## config.mk

```make
export PLATFORM = sky130hd
export DESIGN_NAME = point_fetch_fifo
export DESIGN_NICKNAME = d
export VERILOG_FILES = /design/src/rtl/alib_ri_pkg.sv /design/src/rtl/point_sync_fifo.sv /design/src/rtl/point_fetch_fifo.sv
export SDC_FILE = /design/constraint.sdc
export NUM_CORES = 1
export LEC_CHECK = 0
export ABC_AREA = 1
export ABC_CLOCK_PERIOD_IN_PS = 4700
export CAP_MARGIN = 20
export CORE_ASPECT_RATIO = 2
export CORE_MARGIN = 3
export CORE_UTILIZATION = 61
export DETAILED_ROUTE_END_ITERATION = 8
export PLACE_DENSITY = 0.8
export SETUP_SLACK_MARGIN = 0.1
export SYNTH_ARGS = -nofsm -noshare
export SYNTH_HDL_FRONTEND = slang
export SYNTH_HIERARCHICAL = 1
export SYNTH_SLANG_ARGS = --single-unit
```

## constraint.sdc

```tcl
create_clock -name i_clk -period 4.7 [get_ports i_clk]
set_input_delay 0.47 -clock i_clk [delete_from_list [all_inputs] [get_ports i_clk]]
set_output_delay 0.47 -clock i_clk [all_outputs]
set_load 0.01 [all_outputs]
```

## src/rtl/alib_ri_pkg.sv

```systemverilog
// Shared range-image pipeline definitions: fetch FSM encoding, default widths, field indices.
package alib_ri_pkg;

   localparam int unsigned FIELD_W_DEF  = 16;
   localparam int unsigned N_FIELDS_DEF = 3;
   localparam int unsigned ID_W_DEF     = 19;
   localparam int unsigned DEPTH_DEF    = 16;

   // Field positions inside a point word; field 0 sits in the LSBs.
   localparam int unsigned FLD_H = 0;
   localparam int unsigned FLD_V = 1;
   localparam int unsigned FLD_R = 2;

   typedef enum logic [1:0] {
      ST_IDLE  = 2'd0,
      ST_FETCH = 2'd1,
      ST_DRAIN = 2'd2,
      ST_DONE  = 2'd3
   } fetch_state_e;

endpackage

```

## src/rtl/point_sync_fifo.sv

```systemverilog
// Synchronous first-word-fall-through FIFO with registered occupancy and synchronous flush.
module point_sync_fifo #(
   parameter int unsigned DATA_W = 48,
   parameter int unsigned DEPTH  = 16
) (
   input  logic                     i_clk,
   input  logic                     i_rst,
   input  logic                     i_flush,
   input  logic                     i_push,
   input  logic [DATA_W-1:0]        i_data,
   input  logic                     i_pop,
   output logic [DATA_W-1:0]        o_data,
   output logic                     o_full,
   output logic                     o_empty,
   output logic [$clog2(DEPTH):0]   o_level
);

   localparam int unsigned AW = $clog2(DEPTH);
   localparam int unsigned LW = AW + 1;

   logic [DATA_W-1:0] mem [DEPTH];
   logic [AW-1:0]     wr_ptr;
   logic [AW-1:0]     rd_ptr;
   logic [LW-1:0]     level;
   logic              do_push;
   logic              do_pop;

   assign o_full  = (level == LW'(DEPTH));
   assign o_empty = (level == '0);
   assign o_level = level;
   assign o_data  = mem[rd_ptr];

   // A flush wins over any push/pop; overfull pushes and empty pops are dropped.
   assign do_push = i_push && !o_full && !i_flush;
   assign do_pop  = i_pop && !o_empty && !i_flush;

   // Pointer and occupancy update; pointers wrap naturally on overflow.
   always_ff @(posedge i_clk) begin
      if (i_rst || i_flush) begin
         wr_ptr <= '0;
         rd_ptr <= '0;
         level  <= '0;
      end else begin
         if (do_push) wr_ptr <= wr_ptr + AW'(1);
         if (do_pop)  rd_ptr <= rd_ptr + AW'(1);
         case ({do_push, do_pop})
            2'b10:   level <= level + LW'(1);
            2'b01:   level <= level - LW'(1);
            default: level <= level;
         endcase
      end
   end

   // Storage array; contents need no reset since occupancy gates visibility.
   always_ff @(posedge i_clk) begin
      if (do_push) mem[wr_ptr] <= i_data;
   end

endmodule

```

## src/rtl/point_fetch_fifo.sv

```systemverilog
// Point-cloud fetch front end: streams points by ID from external memory into a FWFT FIFO
// and runs the frame-done handshake with the host.
module point_fetch_fifo
   import alib_ri_pkg::*;
#(
   parameter int unsigned FIELD_W    = FIELD_W_DEF,
   parameter int unsigned N_FIELDS   = N_FIELDS_DEF,
   parameter int unsigned ID_W       = ID_W_DEF,
   parameter int unsigned DEPTH      = DEPTH_DEF,
   parameter int unsigned DRAIN_DONE = 1
) (
   input  logic                           i_clk,
   input  logic                           i_rst,
   input  logic                           i_enable,
   input  logic                           i_abort,
   input  logic                           i_stall,
   input  logic [ID_W-1:0]                i_pc_size,
   output logic                           o_rd_ready,
   input  logic                           i_rd_valid,
   output logic [ID_W-1:0]                o_rd_id,
   input  logic [N_FIELDS*FIELD_W-1:0]    i_rd_data,
   output logic [N_FIELDS*FIELD_W-1:0]    o_pt_data,
   output logic                           o_pt_valid,
   input  logic                           i_pt_ready,
   output logic [$clog2(DEPTH):0]         o_level,
   output logic                           o_allpoints,
   output logic                           o_done,
   input  logic                           i_done_ack
);

   localparam int unsigned DATA_W = N_FIELDS * FIELD_W;

   fetch_state_e    state_q, state_d;
   logic [ID_W-1:0] cnt_q, cnt_d;
   logic [ID_W-1:0] size_q, size_d;
   logic            done_q, done_d;
   logic            allpts_q;
   logic            en_q;
   logic            fifo_full;
   logic            fifo_empty;
   logic            hs;
   logic            last_pt;

   // Ready follows registered occupancy only, so a same-cycle pop never reopens it.
   assign o_rd_ready  = (state_q == ST_FETCH) && !fifo_full;
   assign hs          = o_rd_ready && i_rd_valid && !i_abort;
   assign last_pt     = (cnt_q == size_q - ID_W'(1));
   assign o_rd_id     = cnt_q;
   assign o_done      = done_q;
   assign o_allpoints = allpts_q;
   assign o_pt_valid  = !fifo_empty;

   point_sync_fifo #(
      .DATA_W (DATA_W),
      .DEPTH  (DEPTH)
   ) u_fifo (
      .i_clk   (i_clk),
      .i_rst   (i_rst),
      .i_flush (i_abort),
      .i_push  (hs),
      .i_data  (i_rd_data),
      .i_pop   (i_pt_ready),
      .o_data  (o_pt_data),
      .o_full  (fifo_full),
      .o_empty (fifo_empty),
      .o_level (o_level)
   );

   // Next-state, counter, size latch and done handshake.
   always_comb begin
      state_d = state_q;
      cnt_d   = cnt_q;
      size_d  = size_q;
      done_d  = done_q;
      if (i_abort) begin
         state_d = ST_IDLE;
         cnt_d   = '0;
         done_d  = 1'b0;
      end else begin
         case (state_q)
            ST_IDLE: begin
               if (i_enable && !en_q) begin
                  size_d  = i_pc_size;
                  cnt_d   = '0;
                  state_d = (i_pc_size == '0) ? ST_DONE : ST_FETCH;
               end
            end
            ST_FETCH: begin
               if (hs) begin
                  cnt_d = cnt_q + ID_W'(1);
                  if (last_pt) state_d = (DRAIN_DONE != 0) ? ST_DRAIN : ST_DONE;
               end
            end
            ST_DRAIN: begin
               if (fifo_empty) state_d = ST_DONE;
            end
            ST_DONE: begin
               if (done_q) begin
                  if (i_done_ack) begin
                     done_d  = 1'b0;
                     state_d = ST_IDLE;
                  end
               end else if (!i_stall) begin
                  done_d = 1'b1;
               end
            end
            default: state_d = ST_IDLE;
         endcase
      end
   end

   // Control registers; all-points flag tracks the next counter/size pair.
   always_ff @(posedge i_clk) begin
      if (i_rst) begin
         state_q  <= ST_IDLE;
         cnt_q    <= '0;
         size_q   <= '0;
         done_q   <= 1'b0;
         allpts_q <= 1'b1;
         en_q     <= 1'b0;
      end else begin
         state_q  <= state_d;
         cnt_q    <= cnt_d;
         size_q   <= size_d;
         done_q   <= done_d;
         allpts_q <= (cnt_d == size_d);
         en_q     <= i_enable;
      end
   end

endmodule
```

==> results of run 1 <==
## registers in the layout, summed over array words and instances, names as in the netlist, named ones only
signal and count:
en_q 1, o_allpoints 1, o_done 1, o_rd_id 19, size_q 19, state_q 2
u_fifo/mem 768, u_fifo/o_level 5, u_fifo/rd_ptr 4, u_fifo/wr_ptr 4
## worst paths after layout
| path | from | to | slack, ns |
|---|---|---|---|
| setup / recovery | flip-flop | o_pt_data[3] | 0.63 |
| setup reg to reg | u_fifo/o_level[1]$_SDFFE_PP0P_ | u_fifo/mem[0][42]$_DFFE_PP_ | 1.33 |
| hold / removal | i_enable | en_q$_SDFF_PP0_ | 0.42 |
| hold reg to reg | state_q[1]$_SDFFE_PP0P_ | state_q[1]$_SDFFE_PP0P_ | 0.56 |
## routing by layer
metal	part of all wire [%]	up-vias	routed length (um)
li1	-	10210	-
met1	34	10970	29140
met2	54	1122	45990
met4	3.8	4	3264
met5	0.033	-	28
met3	7.7	225	6544
## synth_stat cells, types with 14 or more instances
cell,count
nor2_1,127
ha_1,14
nand4_1,16
o211ai_1,191
o21ai_1,57
buf_2,22
clkbuf_1,82
a21oi_1,212
edfxtp_1,768
o21ai_0,215
buf_6,25
nand3_1,113
inv_1,293
dfxtp_1,60
xor2_1,14
mux2i_1,193
nand2_1,250
## power groups by stage
stage	Combinational, mW	Clock [mW]	Sequential [mW]
6_report	0.583	5.79	8.07
5_1_grt	0.639	6.14	8.07
3_3_place_gp	0.560	0	8.24
4_1_cts	0.580	5.87	8.07
2_1_floorplan	0.291	0	8.23
3_5_place_dp	0.578	0	8.24
## cell families (layout without fill, tap and decap cells)
| kind of cell | count (synthesis) | count (layout) |
|---|---|---|
| adders and majority gates | 14 | 14 |
| muxes | 193 | 193 |
| other | 0 | 1 |
| buffers and inverters | 452 | 633 |
| and+or+nand+nor | 548 | 548 |
| DFF | 828 | 828 |
| xor gates and xnor gates | 24 | 24 |
| AOI/OAI and AO/OA | 689 | 689 |
## through the flow
| stage | utilization, % | cell area, um^2 | total power [mW] | std cells |
|---|---|---|---|---|
| floorplan | - | 34960 | 8.525 | 2748 |
| global placement | 65.88 | 37210 | 8.795 | 3551 |
| detailed placement | 65.88 | 37210 | 8.815 | 3551 |
| CTS | 69.92 | 39490 | 14.52 | 3678 |
| global route | 69.95 | 39510 | 14.85 | 3679 |
| finish | 69.96 | 39510 | 14.45 | 3680 |
## cell type report
type | instances | area, um^2 | share of cell area (%)
Clock inverter | 40 | 420.4 | 1.064
Tap cell | 750 | 938.4 | 2.375
Inverter | 299 | 1127 | 2.853
Clock buffer | 87 | 1858 | 4.702
Multi-Input combinational cell | 1468 | 8785 | 22.23
Antenna cell | 1 | 2.502 | 0.006333
Timing Repair Buffer | 207 | 2105 | 5.326
Sequential cell | 828 | 24280 | 61.44
## worst max-delay path, stage by stage (launching register included)
cell and delay, ns:
dfxtp_4 0.49, inv_6 0.84, buf_4 0.56, o21ai_1 0.14
o211ai_1 0.24, nand2_1 0.13, clkdlybuf4s50_1 0.50
==> impl_metrics.ini, run 1 <==
[power]
p_int_mw = 11.48
pwr-share-seq_pct = 55.9
clkPwrFrac_pct = 40.1
switching_share_pct = 20.55
p_comb_share_pct = 4.0
p_sw_mw = 2.969
vdd_ir_drop_max_mv = 0.2957
powerDensity_nw_per_um2 = 365.7
leakagePower_nw = 13.20

[clock_network]
clock-sinks = 828
clk-insertion-delay-late_ns = 0.62
path_clk_slew_ns = 0.07
ctsHoldBuffers = 0
cts_tree = yes
cts-root-buf = clkbuf_16
post-cts-setup-buffers = 0
cts_buffers = 69
clk_path_buf_depth = 3
htree_levels = 3
cts_resized = 0

[synth]
synth_top_area_cell = edfxtp_1
synth_top_area_share_pct = 65.97
synth_edf_count = 768
syn_area_um2 = 34960
synth_compound_area_share_pct = 11.39
synth_xor_xnor_area_share_pct = 0.6013
async_reset_ff_share_pct = 0
synthAdderAreaFrac_pct = 0.5011
syn-num-nets = 2837
ys_types = 43
syn_avg_cell_area_um2 = 12.72
synth_mux_area_share_pct = 5.526
synthTopCellsByArea = edfxtp_1 (66%), mux2i_1 (5.5%), o211ai_1 (4.1%), dfxtp_1 (3.4%), inv_1 (3.1%)
netlist_instances = 2748
yosysWarnings = 6
synth-simple-area-share_pct = 6.772
synth_top_family_by_area = compound AO/OA/AOI/OAI gates
seq_area_frac_synth_pct = 69.41
ys_ff_latch = 828
synth_flop_cell = edfxtp_1

[setup_path]
worstSetupPathType = reg2out
cp-start-kind = flip-flop
cp.required_ns = 4.23
end_kind = output port
r2r_cells = 13
crit_fanout = 124
worstPathArrival_ns = 3.60

[global_route]
grt_use_total_pct = 28.00
grt_pass1_vias = 22970
grt_max_degree = 161
grt.busiest_layer = met2
antenna_found_initial = 4
use_met3_pct = 4.373
grt_first_pass_wirelength_um = 128700
grtUsageMet2_pct = 51.32
grt.met1_usage_pct = 32.26
overflow = 0

[place]
portBuffers = 150
preCtsSetupSlack_ns = 1.016
gp_congestion = 0.9572
dp_hpwl_um = 52020

[sta]
drv_slew = 0
fin_crit_sh_pct = 86.56
fmax_ghz = 0.2458
finalHoldViolCount = 0
worst_slew_pin_slew_ns = 1.099
fin_crit_ns = 4.068
rsz0062_at_grt = no
timing.final.ws_setup_ns = 0.6317
max_slew_margin_pct = 26.73
setup_viol = 0
fin_setup_tns_ns = 0
skew_ns = 0.02805
hold_ws_ns = 0.4249

[die]
initial_core_util_pct = 61.89
die_area_um2 = 60390
placeableCoreArea_um2 = 56480
io_pins = 151
die_w_um = 175.3
fp-row-count = 123
die_h_um = 344.5

[layout]
layout_commonest_cell = edfxtp_1
mostFrequentLayoutCells = edfxtp_1 (768), inv_1 (292), nand2_1 (250), o21ai_0 (215), a21oi_1 (212)
nFillCells = 3727
drive_gt1_share_pct = 6.999
syn2layout_area_growth_pct = 13.03
nets = 2962

[detailed_routing]
drt_first_pass_iters = 6
vias_per_cell = 6.121
drc_errors = 0
wl_per_cell_um = 23.09
drt_iter0_drc = 2137
wl_um = 84970
vias = 22530
final_antenna_net_count = 0

[worst_hold_path]
hold_class = in2reg
hold_path_depth = 3

[outcome]
status = completed

[run]
drv_cap = 0
No activity file was read; power rests on OpenSTA's default activity.
==> run 2: changes to the inputs <==
--- a/config.mk
+++ b/config.mk
@@ -6,7 +6,7 @@
 export NUM_CORES = 1
 export LEC_CHECK = 0
 export ABC_AREA = 1
-export ABC_CLOCK_PERIOD_IN_PS = 4700
+export ABC_CLOCK_PERIOD_IN_PS = 4050
 export CAP_MARGIN = 20
 export CORE_ASPECT_RATIO = 2
 export CORE_MARGIN = 3
==> constraint.sdc (replaced) <==
create_clock -name i_clk -period 4.05 [get_ports i_clk]
set_input_delay 0.405 -clock i_clk [delete_from_list [all_inputs] [get_ports i_clk]]
set_output_delay 0.405 -clock i_clk [all_outputs]
set_load 0.01 [all_outputs]
==> run 2 against run 1 <==
Utilization grew 0.34 points. Sequential share of layout area fell by 0.30 points. First-iteration DRC count rose by 15%. Sequential power is 16% higher. Global-route usage rose by 0.60 points. Register-to-register slack worse by 0.20 ns. Cell area increased by 0.49%. Final cell count decreased by 0.14%. Power increased by 17%.
==> impl_metrics.ini, run 2 (synthesis results as in run 1) <==
[layout]
syn2layout_area_growth_pct = 13.58
layout_commonest_cell = edfxtp_1
drive_gt1_share_pct = 7.114
post-route-util_pct = 70.30
mostFrequentLayoutCells = edfxtp_1 (768), inv_1 (292), nand2_1 (250), o21ai_0 (215), a21oi_1 (212)
fin_cells = 3675
nets = 2958
top_register = u_fifo/mem
largest_reg_flops = 768
finalInstanceArea_um2 = 39700
nFillCells = 3757

[sta]
fin_crit_sh_pct = 89.31
worst_slew_pin_slew_ns = 1.012
fin_setup_tns_ns = 0
skew_ns = 0.01993
max_slew_margin_pct = 32.41
rsz0062_at_grt = no
setup_viol = 0
finalHoldViolCount = 0
timing.final.ws_setup_ns = 0.4328
fin_crit_ns = 3.617
fmax_ghz = 0.2765
drv_slew = 0

[power]
pwr-share-seq_pct = 55.3
p_int_mw = 13.44
p_sw_mw = 3.495
clkPwrFrac_pct = 40.7
vdd_ir_drop_max_mv = 0.2933
leakagePower_nw = 13.25
switching_share_pct = 20.64
powerDensity_nw_per_um2 = 426.5
p_comb_share_pct = 4.0

[die]
die_w_um = 175.3
die_h_um = 344.5
io_pins = 151
initial_core_util_pct = 61.89
fp-row-count = 123
die_area_um2 = 60390
placeableCoreArea_um2 = 56480

[setup_path]
path_delay_family = buffers and inverters
cp-start-kind = flip-flop
end_kind = output port
worstSetupPathType = reg2out
cpMaxStageDelayCell = inv_2
worstPathArrival_ns = 3.21
cp.required_ns = 3.64
crit_fanout = 36
critPathMostFrequentCell = o211ai_1
slowest_delay_ns = 0.80
crit_buf_inv = 3
worstPathCellList = inv_2 -> buf_4 -> o211ai_1 -> o211ai_1 -> nand2_1 -> clkdlybuf4s50_1

[clock_network]
ctsHoldBuffers = 0
post-cts-setup-buffers = 0
clk-insertion-delay-late_ns = 0.61
htree_levels = 3
cts_tree = yes
path_clk_slew_ns = 0.07
clk_path_buf_depth = 3
cts_resized = 0
cts_buffers = 69
cts-root-buf = clkbuf_16
clock-sinks = 828

[place]
dp_hpwl_um = 52510
portBuffers = 150
placed_cell_area_um2 = 37350
dp.cells = 3548
preCtsSetupSlack_ns = 0.7826
gp_congestion = 0.9377

[global_route]
grt_first_pass_wirelength_um = 130900
overflow = 0
grt_max_degree = 143
grt_pass1_vias = 23420
antenna_found_initial = 3
grt_use_total_pct = 28.60

[worst_hold_path]
hold_class = in2reg

[detailed_routing]
drc_errors = 0
drt_first_pass_iters = 5
wl_um = 86690
vias_per_cell = 6.141
drt_iter0_drc = 2460
vias = 22570
wl_per_cell_um = 23.59
final_antenna_net_count = 0

[outcome]
status = completed

[run]
drv_cap = 0
run 2: changes by cell type in the layout (fill, tap and decap cells not counted), sizes merged:
cell,previous run,this run
clkbuf,87,76
clkinvlp,4,6
inv,305,308
buf,57,53
clkinv,23,26
bufinv,7,9
run 2: path summary, 6_finish.rpt:
path,cells after the start,slack (ns),from,endpoint
worst min-delay path,3,0.36,i_enable,en_q$_SDFF_PP0_
worst min register to register,2,0.50,u_fifo/wr_ptr[2]$_SDFFE_PP0P_,u_fifo/wr_ptr[2]$_SDFFE_PP0P_
worst max register to register,13,1.13,u_fifo/o_level[1]$_SDFFE_PP0P_,u_fifo/mem[4][42]$_DFFE_PP_
worst max-delay path,6,0.43,flip-flop,o_pt_data[16]
run 2: power by group through the flow:
stage | clock (mW) | combinational [mW] | sequential [mW]
after floorplan | 0 | 0.338 | 9.56
after global placement | 0 | 0.655 | 9.56
after detailed placement | 0 | 0.673 | 9.56
after CTS | 6.98 | 0.676 | 9.37
after global routing | 7.29 | 0.740 | 9.37
final | 6.89 | 0.677 | 9.37
run 2: layer usage:
metal	up-vias	track usage [%]	routed length, um
met4	4	15.28	4371
met1	11020	31.83	29180
li1	10200	-	-
met5	-	0	27
met3	252	4.472	6080
met2	1087	52.36	47030
run 2: per-stage QoR:
step                      power, mW  hold slack [ns]
after global placement        10.21           0.4795
after floorplan               9.894           0.4660
after detailed placement      10.23           0.4876
after CTS                     17.03           0.3355
after global routing          17.40           0.3636
final                         16.93           0.3609
run 2: cell type report:
class | instances | area [um^2] | share of cell area [%]
clock buffers | 76 | 1817 | 4.576
diodes | 1 | 2.502 | 0.006303
well taps | 750 | 938.4 | 2.363
repair buffers | 203 | 2225 | 5.603
flip-flops and latches | 828 | 24280 | 61.14
inverters | 299 | 1130 | 2.846
clock inverters | 50 | 531.8 | 1.339
multi-input cells | 1468 | 8785 | 22.13
run 2: worst register-to-register path: cells and delay by family (launching register included):
family | cells | cell delay [ns]
simple gates | 8 | 1.50
buf+inv | 5 | 0.64
flops | 1 | 0.45
